`src/rtl/regfile_wb_arbiter_pkg.sv`:
```
// Shared writeback definitions for the register-file write-port arbiter and its requesters.
// Execute and the LSU use the same request shape, so it lives here.
package regfile_wb_arbiter_pkg;

   localparam int XLEN = 32;
   localparam int IDXW = 5;

   typedef struct packed {
      logic            valid;
      logic [IDXW-1:0] idx;
      logic [XLEN-1:0] data;
   } wb_req_t;

   // Which requester won the most recent transfer; the other one wins the next tie.
   typedef enum logic {
      GRANT_REQ0 = 1'b0,
      GRANT_REQ1 = 1'b1
   } grant_e;

endpackage

```
`src/rtl/regfile_wb_arbiter_rr_arb2.sv`:
```
// Two-way round-robin arbiter: purely combinational grant and next-state computation.
// The caller owns the state register, which lets other shared ports reuse this block.
module rr_arb2
   import regfile_wb_arbiter_pkg::*;
(
   input  logic [1:0] i_valid,
   input  logic       i_hold,
   input  grant_e     i_last_grant,
   output logic [1:0] o_grant,
   output grant_e     o_next_grant
);

   logic [1:0] w_grant;

   always_comb begin
      w_grant      = 2'b00;
      o_next_grant = i_last_grant;
      if (!i_hold) begin
         case (i_valid)
            2'b01:   w_grant = 2'b01;
            2'b10:   w_grant = 2'b10;
            2'b11:   w_grant = (i_last_grant == GRANT_REQ1) ? 2'b01 : 2'b10;
            default: w_grant = 2'b00;
         endcase
      end
      if (w_grant[0]) begin
         o_next_grant = GRANT_REQ0;
      end else if (w_grant[1]) begin
         o_next_grant = GRANT_REQ1;
      end
   end

   assign o_grant = w_grant;

endmodule

```
`src/rtl/regfile_wb_arbiter.sv`:
```
// Round-robin sharing of the register-file write port between ALU and LSU writeback,
// with a one-entry registered output stage and read-port bypass from that stage.
//
// Handshake: a request transfers when valid and ready are both high at a rising edge.
// ready depends only on the valids, hold and the round-robin state, never on idx/data.
// A requester keeps valid, idx and data stable until accepted; it may withdraw earlier.
module regfile_wb_arbiter #(
   parameter int XLEN = regfile_wb_arbiter_pkg::XLEN,
   parameter int IDXW = regfile_wb_arbiter_pkg::IDXW
) (
   input  logic            clk,
   input  logic            rst_n,
   input  logic            hold,
   input  logic            req0_valid,
   input  logic [IDXW-1:0] req0_idx,
   input  logic [XLEN-1:0] req0_data,
   output logic            req0_ready,
   input  logic            req1_valid,
   input  logic [IDXW-1:0] req1_idx,
   input  logic [XLEN-1:0] req1_data,
   output logic            req1_ready,
   output logic            wr_en,
   output logic [IDXW-1:0] wr_idx,
   output logic [XLEN-1:0] wr_data,
   input  logic [IDXW-1:0] rd_idx1,
   input  logic [IDXW-1:0] rd_idx2,
   output logic            fwd_hit1,
   output logic [XLEN-1:0] fwd_data1,
   output logic            fwd_hit2,
   output logic [XLEN-1:0] fwd_data2
);
   import regfile_wb_arbiter_pkg::*;

   grant_e          r_last_grant;
   grant_e          w_next_grant;
   logic [1:0]      w_grant;
   logic            w_any_grant;
   logic [IDXW-1:0] w_sel_idx;
   logic [XLEN-1:0] w_sel_data;

   logic            r_wr_en;
   logic [IDXW-1:0] r_wr_idx;
   logic [XLEN-1:0] r_wr_data;

   logic            w_hit1;
   logic            w_hit2;

   rr_arb2 u_rr_arb2 (
      .i_valid      ({req1_valid, req0_valid}),
      .i_hold       (hold),
      .i_last_grant (r_last_grant),
      .o_grant      (w_grant),
      .o_next_grant (w_next_grant)
   );

   // Gating with rst_n keeps both requesters stalled for the whole reset pulse.
   assign req0_ready  = rst_n & w_grant[0];
   assign req1_ready  = rst_n & w_grant[1];
   assign w_any_grant = |w_grant;
   assign w_sel_idx   = w_grant[1] ? req1_idx  : req0_idx;
   assign w_sel_data  = w_grant[1] ? req1_data : req0_data;

   // x0 writes are accepted and still rotate priority, but never raise wr_en.
   always_ff @(posedge clk or negedge rst_n) begin
      if (!rst_n) begin
         r_last_grant <= GRANT_REQ1;
         r_wr_en      <= 1'b0;
         r_wr_idx     <= '0;
         r_wr_data    <= '0;
      end else begin
         r_last_grant <= w_next_grant;
         if (w_any_grant) begin
            r_wr_en   <= (w_sel_idx != '0);
            r_wr_idx  <= w_sel_idx;
            r_wr_data <= w_sel_data;
         end else begin
            r_wr_en   <= 1'b0;
         end
      end
   end

   assign wr_en   = r_wr_en;
   assign wr_idx  = r_wr_idx;
   assign wr_data = r_wr_data;

   assign w_hit1    = r_wr_en && (r_wr_idx != '0) && (r_wr_idx == rd_idx1);
   assign w_hit2    = r_wr_en && (r_wr_idx != '0) && (r_wr_idx == rd_idx2);
   assign fwd_hit1  = w_hit1;
   assign fwd_hit2  = w_hit2;
   assign fwd_data1 = w_hit1 ? r_wr_data : '0;
   assign fwd_data2 = w_hit2 ? r_wr_data : '0;

endmodule

```
`config.mk`:
```
export PLATFORM = sky130hd
export DESIGN_NAME = regfile_wb_arbiter
export DESIGN_NICKNAME = d
export VERILOG_FILES = /design/src/rtl/regfile_wb_arbiter_pkg.sv /design/src/rtl/regfile_wb_arbiter_rr_arb2.sv /design/src/rtl/regfile_wb_arbiter.sv
export SDC_FILE = /design/constraint.sdc
export NUM_CORES = 1
export LEC_CHECK = 0
export ABC_AREA = 0
export CAP_MARGIN = 30
export CORE_ASPECT_RATIO = 2
export CORE_MARGIN = 2
export CORE_UTILIZATION = 33
export CTS_CLUSTER_DIAMETER = 60
export DETAILED_ROUTE_END_ITERATION = 10
export HOLD_SLACK_MARGIN = 0.1
export PLACE_DENSITY = 0.81
export SYNTH_ARGS = -nofsm -noshare
export SYNTH_HDL_FRONTEND = slang
export SYNTH_SLANG_ARGS = --single-unit
```
`constraint.sdc`:
```
create_clock -name clk -period 2 [get_ports clk]
set_input_delay 0.4 -clock clk [delete_from_list [all_inputs] [get_ports clk]]
set_output_delay 0.4 -clock clk [all_outputs]
set_load 0.03 [all_outputs]
```
==> summary.md <==
| Metric | Value |
|---|---|
| Seq/Total Area, Yosys | `40.1%` |
| Post-synthesis compound-gate area fraction | `between 10% and 20%` |
| Sw frac | `roughly 41%` |
| Yosys warns | `0` |
| Clock sink count | `39` |
| Initial antenna violation count | `0` |
| Type of origin of the critical path | `flip-flop` |
| Clk pwr share | `22.4%` |
| Port bufs | `194` |
| Mapped Cells | `287` |
| P_sw | `1.56 mW` |
| Max Fclk | `421 MHz` |
| Fin crit period | `around 2.4 ns` |
| TritonCTS clock tree | `built` |
| Pwr dens | `617 nW/um^2` |
| Critical path class | `reg2out` |
| Rel. slew slack | `64.3%` |
| Grt total ovfl | `0` |
| Share of cells above drive strength 1 | `41.7%` |
| Overall routed net length | `13.2 mm` |
| Root buffer cell | `clkbuf_16` |
| Post-Syn Nets | `around 380` |
| Skew-Pair Late Insertion Delay | `~0.29 ns` |
| Core footprint | `7210 um^2` |
| Full die area | `8130 um^2` |
| Clock buffer depth | `2` |
| Status | `finished, violations left` |
| ANT cells | `0` |
| Peak supply drop | `730 uV` |
| Largest net degree at the start of global routing | `40` |
| Number of global-route vias before repair | `3627` |
| Synth cell types | `26` |
| GRT Overall Usage | `a little under a third` |
| Gpl congestion | `about 0.84` |
| Count of final hold-check violations | `0` |
| Gate power share | `roughly half` |
| Slew @ Worst Pin | `around 0.54 ns` |
| Post-route setup slack | `-0.374 ns` |
| Top Ports | `195` |
| Critical Path RT | `between 1.5 and 2 ns` |
| Initial Util | `between 30% and 40%` |
| DRT Pass-1 Iters | `4` |
| Final period util | `119%` |
| Area Growth Syn to Fin | `154%` |
| Post-Syn Area per Cell | `8.49 um^2` |
| Flops & latches, synth | `39` |
| Largest family of logic cells by synthesized area | `simple AND/OR/NAND/NOR gates` |
| Flop pwr share | `26.1%` |
| Num CTS Buffers | `5` |
| XOR/XNOR share of the synthesized area | `3.60%` |
| Pleak | `2.37 nW` |
| Mux contribution to synthesized area | `0%` |
| # DRC | `0` |
| Worst Skew | `0.00330 ns` |
| Hold_buf cts | `0` |
| Row count | `44` |
| Area share of fa/ha/maj cells after synthesis | `0%` |
| Dpl ws | `-0.312 ns` |
| Max-cap violation count | `0` |
| Failing checks | `negative setup slack` |
| Hpwl dp | `between 9 and 10 mm` |
| DRT iter0 DRCs | `174` |
| Most frequent cells in the layout | `clkdlybuf4s50_1, nor4_4, buf_4` |
| Crit. End Element | `primary output` |
| Overall Power | `approximately 3.8 mW` |
| Die height | `roughly 130 um` |
| Nets@finish | `a little under 600` |
| Critical Path AT | `1.97 ns` |
| Via density | `5.73` |
| WL per Instance | `~22 um` |
| Critical Path Fanout Max | `6` |
| Via count | `3418` |
| First-pass GRT wire length | `19.6 mm` |
| Post-Syn Area | `2440 um^2` |
| Leading cell type in the layout, fill and taps excluded | `clkdlybuf4s50_1` |
| Hold Path Class | `in2async` |
| Simple-Gate Fraction of Synth Area | `27.7%` |
| Die extent in x | `64.8 um` |
| Clk slew on worst S/H paths | `0.06 ns` |
| H-tree depth | `2` |
| Max-slew violations | `0` |
| Post-route ant nets | `0` |
| Setup Viol. Count Final | `66` |
| RSZ-0062 raised after global routing | `true` |
| Internal power component | `approximately 2.3 mW` |
## synthesized netlist by cell type
| master | count | area, um^2 |
|---|---|---|
| buf_6 | 4 | 45.0 |
| dfstp_2 | 1 | 26.3 |
| a22o_1 | 1 | 8.76 |
| dfrtp_1 | 38 | 951 |
| and2_1 | 2 | 12.5 |
| nor4_1 | 64 | 400 |
| buf_4 | 1 | 7.51 |
| a31oi_1 | 6 | 37.5 |
| nor2_1 | 41 | 154 |
| nor2b_1 | 1 | 6.26 |
| nand3_1 | 5 | 25.0 |
| a21boi_2 | 1 | 11.3 |
| inv_1 | 33 | 124 |
| o21ba_1 | 1 | 10.0 |
| clkbuf_1 | 19 | 71.3 |
| and3_1 | 1 | 6.26 |
| or4_1 | 1 | 7.51 |
| a221o_1 | 32 | 320 |
| nand2_1 | 5 | 18.8 |
| nand2b_1 | 1 | 6.26 |
| xnor2_1 | 10 | 87.6 |
| nor2_2 | 1 | 6.26 |
| buf_2 | 7 | 35.0 |
| nor3_1 | 4 | 20.0 |
| nand4_1 | 2 | 12.5 |
| o21ai_0 | 5 | 25.0 |
## metrics by stage
step                utilization [%]  hold WS (ns)  cell area, um^2  setup TNS (ns)  instances
floorplan                         -         0.104             3490           -2.50        287
global placement               78.4         0.503             5650          -15.06        582
detailed placement             78.4         0.514             5650          -17.11        582
CTS                            84.3         0.230             6080          -22.70        594
global route                   85.9         0.266             6200          -25.49        596
finish                         85.9         0.218             6200          -21.98        596
## critical path, cell delays in order (launching register included)
cell	delay, ns
dfrtp_2	0.40
or4_4	0.54
nor2_4	0.15
buf_4	0.19
clkbuf_16	0.18
nor4_4	0.05
buf_4	0.17
## repair_timing
action                                  4_1_cts  5_1_grt
pin swaps                                    16        9
endpoints found under the setup margin       67       67
gates cloned                                  2        2
gates resized for setup                      52       18
setup buffers                                 2        0
## power by group through the flow
stage	sequential (mW)	clock (mW)	combinational, mW
4_1_cts	0.989	0.863	1.91
3_3_place_gp	0.993	0	1.79
3_5_place_dp	1.00	0	1.83
5_1_grt	1.01	0.904	2.05
2_1_floorplan	1.24	0	0.810
6_report	0.997	0.858	1.97
## cell families after synthesis
group           Yosys count
flops                    39
buf+inv                  64
xor+xnor                 10
simple gates            128
compound gates           46
## layout make-up
cell class	instances	area, um^2
Sequential cell	39	983
Inverter	33	124
Multi-Input combinational cell	184	2200
Tap cell	92	115
Timing Repair Buffer	240	2620
Clock buffer	8	156
Fill cell	394	1010
## final timing paths
| path | startpoint | end | slack, ns | depth (start not counted) |
|---|---|---|---|---|
| worst max-delay path | wr_idx[0] | fwd_data1[18] | -0.37 | 6 |
| worst min-delay path | rst_n | wr_data[13] | 0.22 | 2 |
| max in group asynchronous | rst_n | wr_idx[4] | 1.39 | 2 |
| min in group clk | req0_valid | r_last_grant | 0.37 | 2 |
| worst max register to register | r_last_grant | wr_data[23] | 0.41 | 4 |
| worst min register to register | r_last_grant | r_last_grant | 0.53 | 2 |
## sequential cells by signal, indices dropped and copies added (netlist names)
| signal | cells |
|---|---|
| wr_idx | 5 |
| wr_en | 1 |
| wr_data | 32 |
| r_last_grant | 1 |
## layer usage
metal | routed length [um] | track usage (%)
met1 | 4200 | 32.7
met2 | 7510 | 57.9
met3 | 632 | 4.59
met4 | 809 | 17.9
met5 | 0 | 0
Power figures use the tool's default switching activity.
